**src/rtl/mem_arb_pkg.sv**
```systemverilog
// Shared types and constants for the unified I/D memory port arbiter.
// Optional build macro ARB_RR_EN selects round-robin tie-breaking.
package mem_arb_pkg;

   typedef enum logic [1:0] {
      IDLE   = 2'd0,
      BUSY_I = 2'd1,
      BUSY_D = 2'd2
   } arb_state_e;

   localparam logic PORT_I = 1'b0;
   localparam logic PORT_D = 1'b1;

   localparam int unsigned BYTE_W = 8;

   function automatic int unsigned byte_lanes(input int unsigned data_w);
      return data_w / BYTE_W;
   endfunction

endpackage

```
**src/rtl/arb_pick.sv**
```systemverilog
// Combinational choice between the fetch and load/store ports.
// ARB_RR_EN: ties go to the port not granted last; otherwise D always wins ties.
module arb_pick
   import mem_arb_pkg::*;
(
   input  logic i_elig_i,
   input  logic d_elig_i,
`ifdef ARB_RR_EN
   input  logic last_grant_i,
`endif
   output logic grant_i_o,
   output logic grant_d_o
);

   always_comb begin
      grant_i_o = 1'b0;
      grant_d_o = 1'b0;
      if (i_elig_i && d_elig_i) begin
`ifdef ARB_RR_EN
         if (last_grant_i == PORT_D) begin
            grant_i_o = 1'b1;
         end else begin
            grant_d_o = 1'b1;
         end
`else
         // D is the older instruction in the pipeline
         grant_d_o = 1'b1;
`endif
      end else begin
         grant_i_o = i_elig_i;
         grant_d_o = d_elig_i;
      end
   end

endmodule

```
**src/rtl/mem_port_arbiter.sv**
```systemverilog
// Shares one single-port, 1-cycle-latency RAM between MIPS fetch (I) and load/store (D).
// Build macro ARB_RR_EN enables round-robin tie-breaking with a last_grant register.
module mem_port_arbiter
   import mem_arb_pkg::*;
#(
   parameter  int unsigned ADDR_W = 10,
   parameter  int unsigned DATA_W = 32,
   localparam int unsigned BE_W   = byte_lanes(DATA_W)
) (
   input  logic              clk,
   input  logic              rst,
   input  logic              i_req,
   input  logic [31:0]       i_addr,
   output logic              i_ack,
   output logic [DATA_W-1:0] i_rdata,
   input  logic              d_req,
   input  logic              d_we,
   input  logic [BE_W-1:0]   d_be,
   input  logic [31:0]       d_addr,
   input  logic [DATA_W-1:0] d_wdata,
   output logic              d_ack,
   output logic [DATA_W-1:0] d_rdata,
   output logic              ram_en,
   output logic [BE_W-1:0]   ram_we,
   output logic [ADDR_W-1:0] ram_addr,
   output logic [DATA_W-1:0] ram_wdata,
   input  logic [DATA_W-1:0] ram_rdata
);

   arb_state_e state_q, state_d;
   logic       i_elig, d_elig;
   logic       grant_i, grant_d;
   logic       unused_addr_bits;

   // Byte offset and bits above the RAM depth are dropped (accesses wrap)
   assign unused_addr_bits = ^{i_addr[31:ADDR_W+2], i_addr[1:0],
                               d_addr[31:ADDR_W+2], d_addr[1:0]};

   // The port currently being acked sits out this cycle's arbitration
   always_comb begin
      i_elig = rst && i_req && (state_q != BUSY_I);
      d_elig = rst && d_req && (state_q != BUSY_D);
   end

`ifdef ARB_RR_EN
   logic last_grant_q, last_grant_d;

   always_comb begin
      last_grant_d = last_grant_q;
      if (grant_d) begin
         last_grant_d = PORT_D;
      end else if (grant_i) begin
         last_grant_d = PORT_I;
      end
   end

   always_ff @(posedge clk or negedge rst) begin
      if (!rst) begin
         last_grant_q <= PORT_D;
      end else begin
         last_grant_q <= last_grant_d;
      end
   end
`endif

   arb_pick u_arb_pick (
      .i_elig_i     (i_elig),
      .d_elig_i     (d_elig),
`ifdef ARB_RR_EN
      .last_grant_i (last_grant_q),
`endif
      .grant_i_o    (grant_i),
      .grant_d_o    (grant_d)
   );

   always_ff @(posedge clk or negedge rst) begin
      if (!rst) begin
         state_q <= IDLE;
      end else begin
         state_q <= state_d;
      end
   end

   // Next state, RAM drive for the grant cycle, ack/rdata for the previous grant
   always_comb begin
      state_d   = IDLE;
      ram_en    = 1'b0;
      ram_we    = '0;
      ram_addr  = i_addr[ADDR_W+1:2];
      ram_wdata = d_wdata;
      i_ack     = 1'b0;
      d_ack     = 1'b0;
      i_rdata   = '0;
      d_rdata   = '0;

      case (state_q)
         BUSY_I: begin
            i_ack   = 1'b1;
            i_rdata = ram_rdata;
         end
         BUSY_D: begin
            d_ack   = 1'b1;
            d_rdata = ram_rdata;
         end
         default: ;
      endcase

      if (grant_d) begin
         state_d  = BUSY_D;
         ram_en   = 1'b1;
         ram_addr = d_addr[ADDR_W+1:2];
         ram_we   = d_we ? d_be : '0;
      end else if (grant_i) begin
         state_d  = BUSY_I;
         ram_en   = 1'b1;
      end
   end

endmodule
```
**config.mk**
```make
export PLATFORM = sky130hd
export DESIGN_NAME = mem_port_arbiter
export DESIGN_NICKNAME = d
export VERILOG_FILES = /design/src/rtl/mem_arb_pkg.sv /design/src/rtl/arb_pick.sv /design/src/rtl/mem_port_arbiter.sv
export SDC_FILE = /design/constraint.sdc
export NUM_CORES = 1
export LEC_CHECK = 0
export BUFFER_PORTS_ARGS = -buffer_cell sky130_fd_sc_hd__buf_2
export CAP_MARGIN = 0
export CORE_AREA = 2 2 97 99
export DETAILED_ROUTE_END_ITERATION = 8
export DIE_AREA = 0 0 99 101
export PLACE_DENSITY = 0.57
export RECOVER_POWER = 50
export SLEW_MARGIN = 0
export SYNTH_ARGS = -nofsm -noshare
export SYNTH_HDL_FRONTEND = slang
export SYNTH_SLANG_ARGS = --single-unit
```
**constraint.sdc**
```tcl
create_clock -name clk -period 1.31 [get_ports clk]
set_clock_uncertainty 0.15 [all_clocks]
set_input_delay 0.0655 -clock clk [delete_from_list [all_inputs] [get_ports clk]]
set_output_delay 0.0655 -clock clk [all_outputs]
set_load 0.005 [all_outputs]
```
* Word level (Yosys, flattened, before mapping)
Index checks and enable logic that the tools add are counted.
Word-level totals: bits of input ports 137, word-level logic and storage cells 23, output and inout bits 113, bits in registers 2
Operators by class: mux-type cells 13, equality and inequality tests 4, reductions and logical operators 5
Operators by type and width (count):
- $mux W32 | 2
- $mux W10 | 1
- $mux W4 | 2
- $mux W1 | 7
- $logic_and A1 B1 Y1 | 5
- $eq A2 B1 Y1 const B | 1
- $eq A2 B2 Y1 const B | 1
- $mux W2 | 1
- $ne A2 B1 Y1 const B | 1
- $ne A2 B2 Y1 const B | 1

* Depth between registers and ports, before layout
Gate-level depths: netlist (run 1).
word-level depth 6, gate-level depth with buffers 5, mapped depth without buffers 3

* Modules after synthesis
Synthesis (run 1) repeated with hierarchy kept, for this count alone.
Unflattened totals: cell total of the unflattened synthesis 130, area, all modules 979.7 um^2
Modules (own cells, without submodules):
- mem_port_arbiter | cells each 128, sequential area each 50.0 um^2, times used 1, area an instance 969.7 um^2
- arb_pick | cells each 2, sequential area each 0.0 um^2, times used 1, area an instance 10.0 um^2

* Least setup slack after synthesis (run 1)
Ideal clock, no wire load.
kind register to output, from register state_q[0], to output ram_addr[4], setup slack -0.107 ns, stages on the path, launching flop included 6, data required time 1.094 ns, buffers on the path 2, data arrival time 1.201 ns, cell sequence dfrtp_1 nand2b_4 and3_4 buf_6 buf_12 mux2_4
On the way: longest elaborated chain between the ends 5, elaborated cells between the ends (all ways) 7, classes of those cells eq/ne: 2; mux: 2; reduce/logical: 3
RTL lines:
- from (decl) | line mem_port_arbiter.sv:30 | arb_state_e state_q, state_d;
- from (signal assigned) | line mem_port_arbiter.sv:80 | state_q <= state_d;
- $ne A2 B1 Y1 / $ne A2 B2 Y1 (equally long branches) | line mem_port_arbiter.sv:41, mem_port_arbiter.sv:42
- $logic_and A1 B1 Y1, on equally long branches | line mem_port_arbiter.sv:41, mem_port_arbiter.sv:42
- $logic_and A1 B1 Y1 | line arb_pick.sv:18 | if (i_elig_i && d_elig_i) begin
- $mux W1 * | line arb_pick.sv:18
- net grant_d | line mem_port_arbiter.sv:32 | logic grant_i, grant_d;
- $mux W10 * | line mem_port_arbiter.sv:108 | if (grant_d) begin
- to (decl) | line mem_port_arbiter.sv:25 | output logic [ADDR_W-1:0] ram_addr,
The timed path passes the listed nets; every way through them passes the cells marked *.

* Final worst setup path (run 1)
from register state_q[1], to output ram_addr[8]
On the way: longest elaborated chain between the ends 5, elaborated cells between the ends (all ways) 7, classes of those cells eq/ne: 2; mux: 2; reduce/logical: 3
RTL lines (line):
- $ne A2 B1 Y1 / $ne A2 B2 Y1 (equally long branches) | mem_port_arbiter.sv:41, mem_port_arbiter.sv:42
- $logic_and A1 B1 Y1, on equally long branches | mem_port_arbiter.sv:41, mem_port_arbiter.sv:42
- $logic_and A1 B1 Y1 | arb_pick.sv:18
- $mux W1 * | arb_pick.sv:18
- $mux W10 * | mem_port_arbiter.sv:108
Every way passes the cells marked *; elsewhere a longest branch is shown, timed or not.

==> results of run 1 <==
-- per-stage QoR --
step	std cells	setup slack [ns]	total power, mW	TNS, ns
finish	386	-0.347	0.871	-20.39
CTS	384	-0.373	0.873	-21.52
detailed placement	344	-0.183	0.451	-5.77
floorplan	128	-0.0782	0.305	-0.391
global placement	344	-0.153	0.445	-3.49
global route	386	-0.398	0.933	-25.01
-- repair_timing --
action                     4_1_cts  5_1_grt
resized for setup               20        2
pin swaps                        0        1
setup endpoints to repair       81       81
setup buffers                    0        1
hold endpoints to repair        35        0
cloned                           3        1
hold buffers                    34        0
-- layout make-up --
| type | count | area [µm²] | share of cell area [%] |
|---|---|---|---|
| Timing Repair Buffer | 183 | 1240 | 57.8 |
| Multi-Input combinational cell | 86 | 658 | 30.7 |
| Tap cell | 111 | 139 | 6.48 |
| Sequential cell | 2 | 50.0 | 2.34 |
| Clock buffer | 3 | 41.3 | 1.93 |
| Inverter | 1 | 16.3 | 0.759 |
-- how the worst max path moves through the flow --
stage | startpoint | end | slack (ns)
detailed placement | state_q[1]$_DFF_PN0_ | ram_addr[0] | -0.18
finish | state_q[1]$_DFF_PN0_ | ram_addr[8] | -0.35
global route | state_q[1]$_DFF_PN0_ | ram_addr[8] | -0.40
CTS | state_q[1]$_DFF_PN0_ | ram_addr[8] | -0.37
floorplan | state_q[0]$_DFF_PN0_ | ram_addr[4] | -0.08
global placement | state_q[1]$_DFF_PN0_ | ram_addr[9] | -0.15
-- where the power goes --
group / total, mW / internal, mW / switching (mW)
clock: 0.243 / 0.194 / 0.0487
sequential: 0.0684 / 0.0656 / 0.00275
combinational: 0.559 / 0.353 / 0.206
total: 0.871 / 0.613 / 0.257
-- cell usage in the layout, fill, tap and decap left out --
cell type / Yosys / layout
and3_1: 1 / 1
dfrtp_1: 2 / 2
clkbuf_16: 0 / 1
buf_4: 32 / 3
dlygate4sd3_1: 0 / 34
and3_4: 1 / 1
and2_1: 64 / 63
buf_6: 1 / 8
and3_2: 4 / 5
and2_4: 0 / 1
nor2b_4: 0 / 1
o21ai_0: 1 / 1
mux2_4: 5 / 10
buf_2: 0 / 133
buf_16: 0 / 2
clkinv_8: 0 / 1
clkbuf_8: 0 / 3
buf_12: 1 / 2
o221a_2: 1 / 1
nor2b_1: 2 / 1
nand2b_4: 1 / 1
-- kinds of logic after synthesis --
kind of cell / synth area share, %
AO/OA/AOI/OAI: 1.68
flip-flops: 5.16
multiplexers: 13.5
AND/OR/NAND/NOR: 48.9
buffers and inverters: 30.7
-- critical path, cell delays in order (launching register included) --
cell	delay, ns
dfrtp_1	0.40
nand2b_4	0.10
and3_4	0.29
mux2_4	0.33
buf_6	0.12
-- per-layer routing --
layer,global-route usage [%],vias to the layer above,routed length (µm)
met5,0,-,0
met4,1.58,0,15
met3,0.971,2,517
met2,16.0,127,2540
met1,8.25,603,1570
li1,-,663,-
==> impl_results.md, run 1 <==
- Outcome: complete, but fails checks
- Failing checks: setup timing
- Rows: 35
- Max reg flops: 2
- Die width: 99 µm
- Critical path class: reg -> out
- Post-Synthesis Cells: 128
- CTS Buf Count: 3
- CP Launch Type: flop
- Top cells by count, synth: and2_1, buf_4, clkbuf_1, mux2_2, mux2_4
- Yosys Warn Count: 0
- Largest net degree at the start of global routing: 34
- Endpoint, Worst Hold: state_q[0]$_DFF_PN0_
- Post-synth net total: 265
- Die height: 101 µm
- Hold-critical path depth: 2
- Tmin final: 1.66 ns
- # diodes: 0
- Top Registers: state_q: 2 flops
- DRC errors left: 0
- Largest Register: state_q
- VDD IR max: 0.000402 V
- Core area: 0.00898 mm²
- Final nets: 414
- #FFs+latches synth: 2
- Share of synthesized registers carrying an async set or reset: 100%
- Fmax achieved: 0.603 GHz
- Routed WL per cell: 12.0 µm
- Fin crit share: 127%
- Via density per instance: 3.61
- # fillers: 968
- Max_cap viols: 0
- R2R depth: 5
- CP arrival: 1.44 ns
- IO Count: 250
- Worst r2r src: state_q[1]$_DFF_PN0_
- Die area: 0.0100 mm²
- GPL Wtd Cong: 0.661
- Share of the synthesized area in the top cell type: 41.3%
- Min-delay src: rst
- Maximum fanout along the worst path: 8
- R2r setup slk: -0.01 ns
- Syn Std Cell Area: 970 µm²
- Vias: 1395
- Final setup margin: -0.347 ns
- RSZ-0062 raised after global routing: true
- Clk buf depth: 2
- Final setup viols: 82
- Port Buffers: 141
- Hold Fails Final Rpt: 0
- Clock sinks: 2
- First-pass GRT wire length: 6020 µm
- EDFF count, synth: 0
- Leak: 1.25 nW
- Critical path required time: 1.09 ns
- Area post-placement: 0.00158 mm²
- Worst-Margin Slew: 0.179 ns
- Fin. max-slew vios: 0
- Slew margin rel.: 88.1%
- Worst Setup End Kind: primary output
- Count leader, synth: and2_1
- Detailed Route WL: 4650 µm
- Htree depth: 1
- Total grt overflow: 0
- Synthesized area per cell: 7.58 µm²
- DRT Pass-1 Iters: 3
- Initial core utilization: 10.8%
- Unique masters post-synth: 16
- Sequential area share after synthesis: 5.16%
- Insertion delay to the later sink of the worst-skew pair: 0.21 ns
- Layout cell share with drive strength beyond 1: 62.9%
- Antenna-violating nets left: 0
- Iteration-0 DRC Markers: 16
- Final Cell Area: 0.00214 mm²
- Clock Root Buffer: clkbuf_8
- Top post-synthesis cells by area: and2_1, buf_4, mux2_4
- Final hold slack: 0.0262 ns
- Top FF cell, synth: dfrtp_1
- Area leader, netlist: and2_1
- CTS tree: done
- Post-Route Utilization: 23.9%
- Pwr/cell area: 406 mW/mm²
- Post-DP HPWL: 3230 µm
- Initial antenna violation count: 0
- Vias in the first global route: 1200
- RR Endpoint: state_q[0]$_DFF_PN0_
- Syn-to-layout area delta: 121%
- Total GRT Usage: 7.74%
- Reg clk slew, reported paths: 0.03 ns
- Worst min path class: in -> reg
Power figures use the tool's default switching activity.
==> inputs of run 2 (changes only) <==
CTS_BUF_LIST = sky130_fd_sc_hd__clkbuf_8 sky130_fd_sc_hd__clkbuf_16   (was not set)
HOLD_SLACK_MARGIN = 0.06   (was not set)
==> run 2 against run 1 <==
  * The flow still finishes with violations (setup timing)
  * Sequential share of layout area unchanged
  * Power about the same
  * Clock-buffer cell count unchanged
  * Critical path depth unchanged
  * Setup slack worse by 0.00066 ns
  * First-iteration DRC count up 6.3%
  * Die area unchanged
  * Flip-flop and latch count unchanged
  * Critical path type unchanged
  * Largest power group unchanged
==> impl_results.md, run 2 (synthesis gave the netlist of run 1 again) <==
- Insertion delay to the later sink of the worst-skew pair: 0.21 ns
- Die width: 99 µm
- Crit-path leading delay family: flip-flops
- Clock Root Buffer: clkbuf_8
- Layout cell share with drive strength beyond 1: 62.9%
- Final setup viols: 82
- Worst r2r src: state_q[1]$_DFF_PN0_
- First-pass GRT wire length: 6030 µm
- Top Registers: state_q: 2 flops
- Reg clk slew, reported paths: 0.03 ns
- Worst Setup End Kind: primary output
- Psw: 0.258 mW
- Antenna-violating nets left: 0
- Outcome: complete, but fails checks
- DRT Pass-1 Iters: 3
- Fmax achieved: 0.603 GHz
- Internal Power: 0.613 mW
- Syn-to-layout area delta: 121%
- CP arrival: 1.44 ns
- Fin crit share: 127%
- Htree depth: 1
- Post-Route Utilization: 23.9%
- Clock share of power: 28.0%
- DRC errors left: 0
- Port Buffers: 141
- Maximum fanout along the worst path: 8
- Final setup margin: -0.348 ns
- Critical path required time: 1.09 ns
- IO Count: 250
- Tmin final: 1.66 ns
- Switching Share: 29.6%
- Iteration-0 DRC Markers: 17
- Worst path bufs/invs: 1
- CTS Buf Count: 3
- Leak: 1.25 nW
- Setup TNS: -20.43 ns
- Worst Setup SP: state_q[1]$_DFF_PN0_
- Pwr/cell area: 406 mW/mm²
- Die height: 101 µm
- Clock sinks: 2
- Initial antenna violation count: 0
- # diodes: 0
- Rows: 35
- Most frequent cells in the layout: buf_2, and2_1, dlygate4sd3_1
- Largest net degree at the start of global routing: 34
- Crit-path max cell delay: 0.40 ns
- CP Cell Sequence: nand2b_4 > and3_4 > mux2_4 > buf_6
- Hold Fails Final Rpt: 0
- GPL Wtd Cong: 0.661
- Layout Cells excl Fill: 386
- Detailed Route WL: 4620 µm
- Sequential share of power: 7.9%
- Final nets: 414
- Post-Place Worst Slack: -0.183 ns
- Initial core utilization: 10.8%
- Worst min path class: in -> async
- Total grt overflow: 0
- Post-DP HPWL: 3230 µm
- RSZ-0062 raised after global routing: true
- Placed Cells: 344
- Vias: 1399
- CTS tree: done
- CP Launch Type: flop
- Max_cap viols: 0
- Most common cell after layout, fill and taps aside: buf_2
- Via density per instance: 3.62
- Fin. max-slew vios: 0
- Die area: 0.0100 mm²
- Crit-path slowest cell: dfrtp_1
- Vias in the first global route: 1197
- Worst-Margin Slew: 0.179 ns
- Failing checks: setup timing
- Total GRT Usage: 7.74%
- Core area: 0.00898 mm²
- VDD IR max: 0.000402 V
- Clk buf depth: 2
- Routed WL per cell: 12.0 µm
- Largest Register: state_q
- Critical path class: reg -> out
- Max reg flops: 2
- Slew margin rel.: 88.1%
- Comb pwr share: 64.2%
[run 2: worst paths after layout]
| check | to | slack [ns] | cells after the start |
|---|---|---|---|
| worst min-delay path | state_q[1]$_DFF_PN0_ | 0.11 | 2 |
| worst min register to register | state_q[1]$_DFF_PN0_ | 0.63 | 2 |
| min in group clk | state_q[0]$_DFF_PN0_ | 0.13 | 3 |
| worst max-delay path | ram_addr[8] | -0.35 | 4 |
| max in group asynchronous | state_q[0]$_DFF_PN0_ | 0.76 | 2 |
| worst max register to register | state_q[0]$_DFF_PN0_ | -0.01 | 5 |
[run 2: layout make-up]
type / count / area [µm²]
well taps: 111 / 139
clock buffers: 3 / 41.3
fillers: 968 / 6830
inverters: 1 / 16.3
flip-flops and latches: 2 / 50.0
repair buffers: 183 / 1240
multi-input cells: 86 / 658
[run 2: metal layers]
layer	share of wire [%]	GRT usage [%]	wire length (µm)
met1	34	8.25	1590
met2	54	16.0	2500
met3	11	0.971	523
met4	0.32	1.58	15
met5	0	0	0
[run 2: per-stage QoR]
step                      cell area, µm²  hold WS, ns  total power [mW]
after detailed placement            1580       -0.274             0.451
final                               2140        0.107             0.871
after floorplan                      970       -0.380             0.305
after CTS                           2100        0.113             0.873
after global placement              1580       -0.279             0.445
after global routing                2140        0.133             0.933
[run 2: power groups by stage]
stage | sequential (mW) | clock [mW] | combinational, mW
after floorplan | 0.0683 | 0 | 0.237
after global placement | 0.0684 | 0 | 0.376
after detailed placement | 0.0688 | 0 | 0.382
after CTS | 0.0684 | 0.251 | 0.554
after global routing | 0.0686 | 0.259 | 0.606
final | 0.0684 | 0.244 | 0.559
[run 2: timing repair]
action                     CTS  global route
hold buffers                34             0
gates resized for setup     20             2
hold endpoints to repair    35             0
gates cloned                 3             1
setup endpoints to repair   81            81
setup buffers                0             1
pin swaps                    0             1
==> inputs of run 3 (changes only) <==
PLACE_DENSITY = 0.56   (was 0.57)
==> run 3 against run 2 <==
  * The run still ends with setup timing left
  * Worst hold slack worse by 0.0047 ns
  * Fmax up 1.4%
  * Clock power is essentially flat
  * Global-route usage up 0.089 points
  * Flip-flop and latch count stayed put
  * Critical path depth unchanged
  * Non-clock buffer count rose by 8
  * Sequential share of layout area down 0.45 points
  * Cell count increased by 2.1%
  * Design area is 24% higher
  * Highest routed layer unchanged
==> impl_results.md, run 3 (synthesis gave the netlist of run 1 again) <==
- Max_cap viols: 0
- Tmin final: 1.63 ns
- Initial core utilization: 10.8%
- Antenna-violating nets left: 0
- Detailed Route WL: 5560 µm
- Top Registers: state_q: 2 flops
- # diodes: 0
- Endpoint, Worst Hold: state_q[0]$_DFF_PN0_
- Setup TNS: -23.04 ns
- Final nets: 422
- Crit-path slowest cell: dfrtp_1
- Worst-Margin Slew: 0.155 ns
- Core area: 0.00898 mm²
- VDD IR max: 0.000521 V
- Post-DP HPWL: 2910 µm
- Post-Route Utilization: 29.6%
- Worst r2r src: state_q[1]$_DFF_PN0_
- Max reg flops: 2
- R2r setup slk: 0.01 ns
- Fmax achieved: 0.612 GHz
- Leak: 1.40 nW
- Largest Register: state_q
- Layout cell share with drive strength beyond 1: 74.6%
- Reg clk slew, reported paths: 0.03 ns
- CP Cell Sequence: nand2b_4 > and3_4 > mux2_4 > buf_6
- CP arrival: 1.42 ns
- Clock sinks: 2
- First-pass GRT wire length: 6270 µm
- Outcome: complete, but fails checks
- Routed WL per cell: 14.1 µm
- Hold-critical path depth: 3
- Initial antenna violation count: 0
- GPL Wtd Cong: 0.686
- Placed Cells: 345
- Hold Fails Final Rpt: 0
- DRT Pass-1 Iters: 3
- Largest net degree at the start of global routing: 18
- Worst path bufs/invs: 1
- Layout Cells excl Fill: 394
- Slew margin rel.: 89.7%
- Maximum fanout along the worst path: 6
- Vias in the first global route: 1303
- R2R depth: 5
- Syn-to-layout area delta: 174%
- DRC errors left: 0
- Worst min path class: in -> reg
- Final setup margin: -0.324 ns
- RR Endpoint: state_q[0]$_DFF_PN0_
- IO Count: 250
- Vias: 1494
- Most frequent cells in the layout: buf_2, buf_6, dlygate4sd3_1
- Htree depth: 1
- RSZ-0062 raised after global routing: true
- Die width: 99 µm
- Die area: 0.0100 mm²
- Total GRT Usage: 7.83%
- Worst Setup End Kind: primary output
- Rows: 35
- Most common cell after layout, fill and taps aside: buf_2
- Min-delay src: d_req
- Via density per instance: 3.79
- Port Buffers: 141
- CTS Buf Count: 3
- CTS tree: done
- CP Launch Type: flop
- Fin crit share: 125%
- Clock Root Buffer: clkbuf_8
- Insertion delay to the later sink of the worst-skew pair: 0.21 ns
- Final setup viols: 81
- Clk buf depth: 2
- Pwr/cell area: 384 mW/mm²
- Total grt overflow: 0
- Die height: 101 µm
- Crit-path leading delay family: flip-flops
- Crit-path max cell delay: 0.40 ns
- Failing checks: setup timing
- Critical path required time: 1.09 ns
- Fin. max-slew vios: 0
- Critical path class: reg -> out
- Iteration-0 DRC Markers: 7
[run 3: cell types whose count changed in the layout (fill, tap and decap cells not counted), sizes merged]
cell,delta
clkbuf,+5
buf,+2
dlygate4sd3,+1
[run 3: area by class of cell]
type	instances	area, µm²
sequential	2	50.0
fill	917	6320
timing repair buffer	191	1650
inverter	1	16.3
tap	111	139
multi-input combinational	86	754
clock buffer	3	41.3
[run 3: tightest hold or removal path: stages]
cell and delay (ns):
buf_2 0.13, o21ai_1 0.07, and3_1 0.14
[run 3: metrics by stage]
step | worst slack [ns] | hold WS (ns) | power (mW) | cell area (µm²)
after global routing | -0.378 | 0.139 | 1.08 | 2650
final | -0.324 | 0.103 | 1.02 | 2650
after detailed placement | -0.154 | -0.274 | 0.447 | 1590
after global placement | -0.135 | -0.278 | 0.438 | 1590
after CTS | -0.337 | 0.114 | 0.894 | 2190
after floorplan | -0.0782 | -0.380 | 0.305 | 970
[run 3: worst max path at each step]
stage                         start          end  slack [ns]  cells after the start
2_1_floorplan  state_q[0]$_DFF_PN0_  ram_addr[4]       -0.08                      5
3_3_place_gp   state_q[1]$_DFF_PN0_  ram_addr[2]       -0.14                      4
3_5_place_dp   state_q[1]$_DFF_PN0_  ram_addr[1]       -0.15                      4
4_1_cts        state_q[1]$_DFF_PN0_  i_rdata[25]       -0.34                      6
5_1_grt        state_q[1]$_DFF_PN0_  i_rdata[30]       -0.38                      6
6_report       state_q[1]$_DFF_PN0_  ram_addr[2]       -0.32                      4
[run 3: power by group]
part,switching (mW),internal [mW],total [mW]
clock network,0.0482,0.194,0.242
registers,0.00302,0.0656,0.0686
logic,0.243,0.467,0.709
[run 3: per-layer routing]
metal / global-route usage [%] / share of wire (%) / up-vias
li1: - / - / 682
met1: 7.47 / 32 / 688
met2: 17.3 / 59 / 122
met3: 0.763 / 8.6 / 2
met4: 1.90 / 0.22 / 0
met5: 0 / 0 / -
[run 3: timing repair]
action | 4_1_cts | 5_1_grt
setup buffers | 1 | 1
pin swaps | 6 | 31
setup endpoints to repair | 82 | 82
cloned | 3 | 6
endpoints found under the hold margin | 35 | 0
gates resized for setup | 31 | 69
hold buffers | 35 | 0
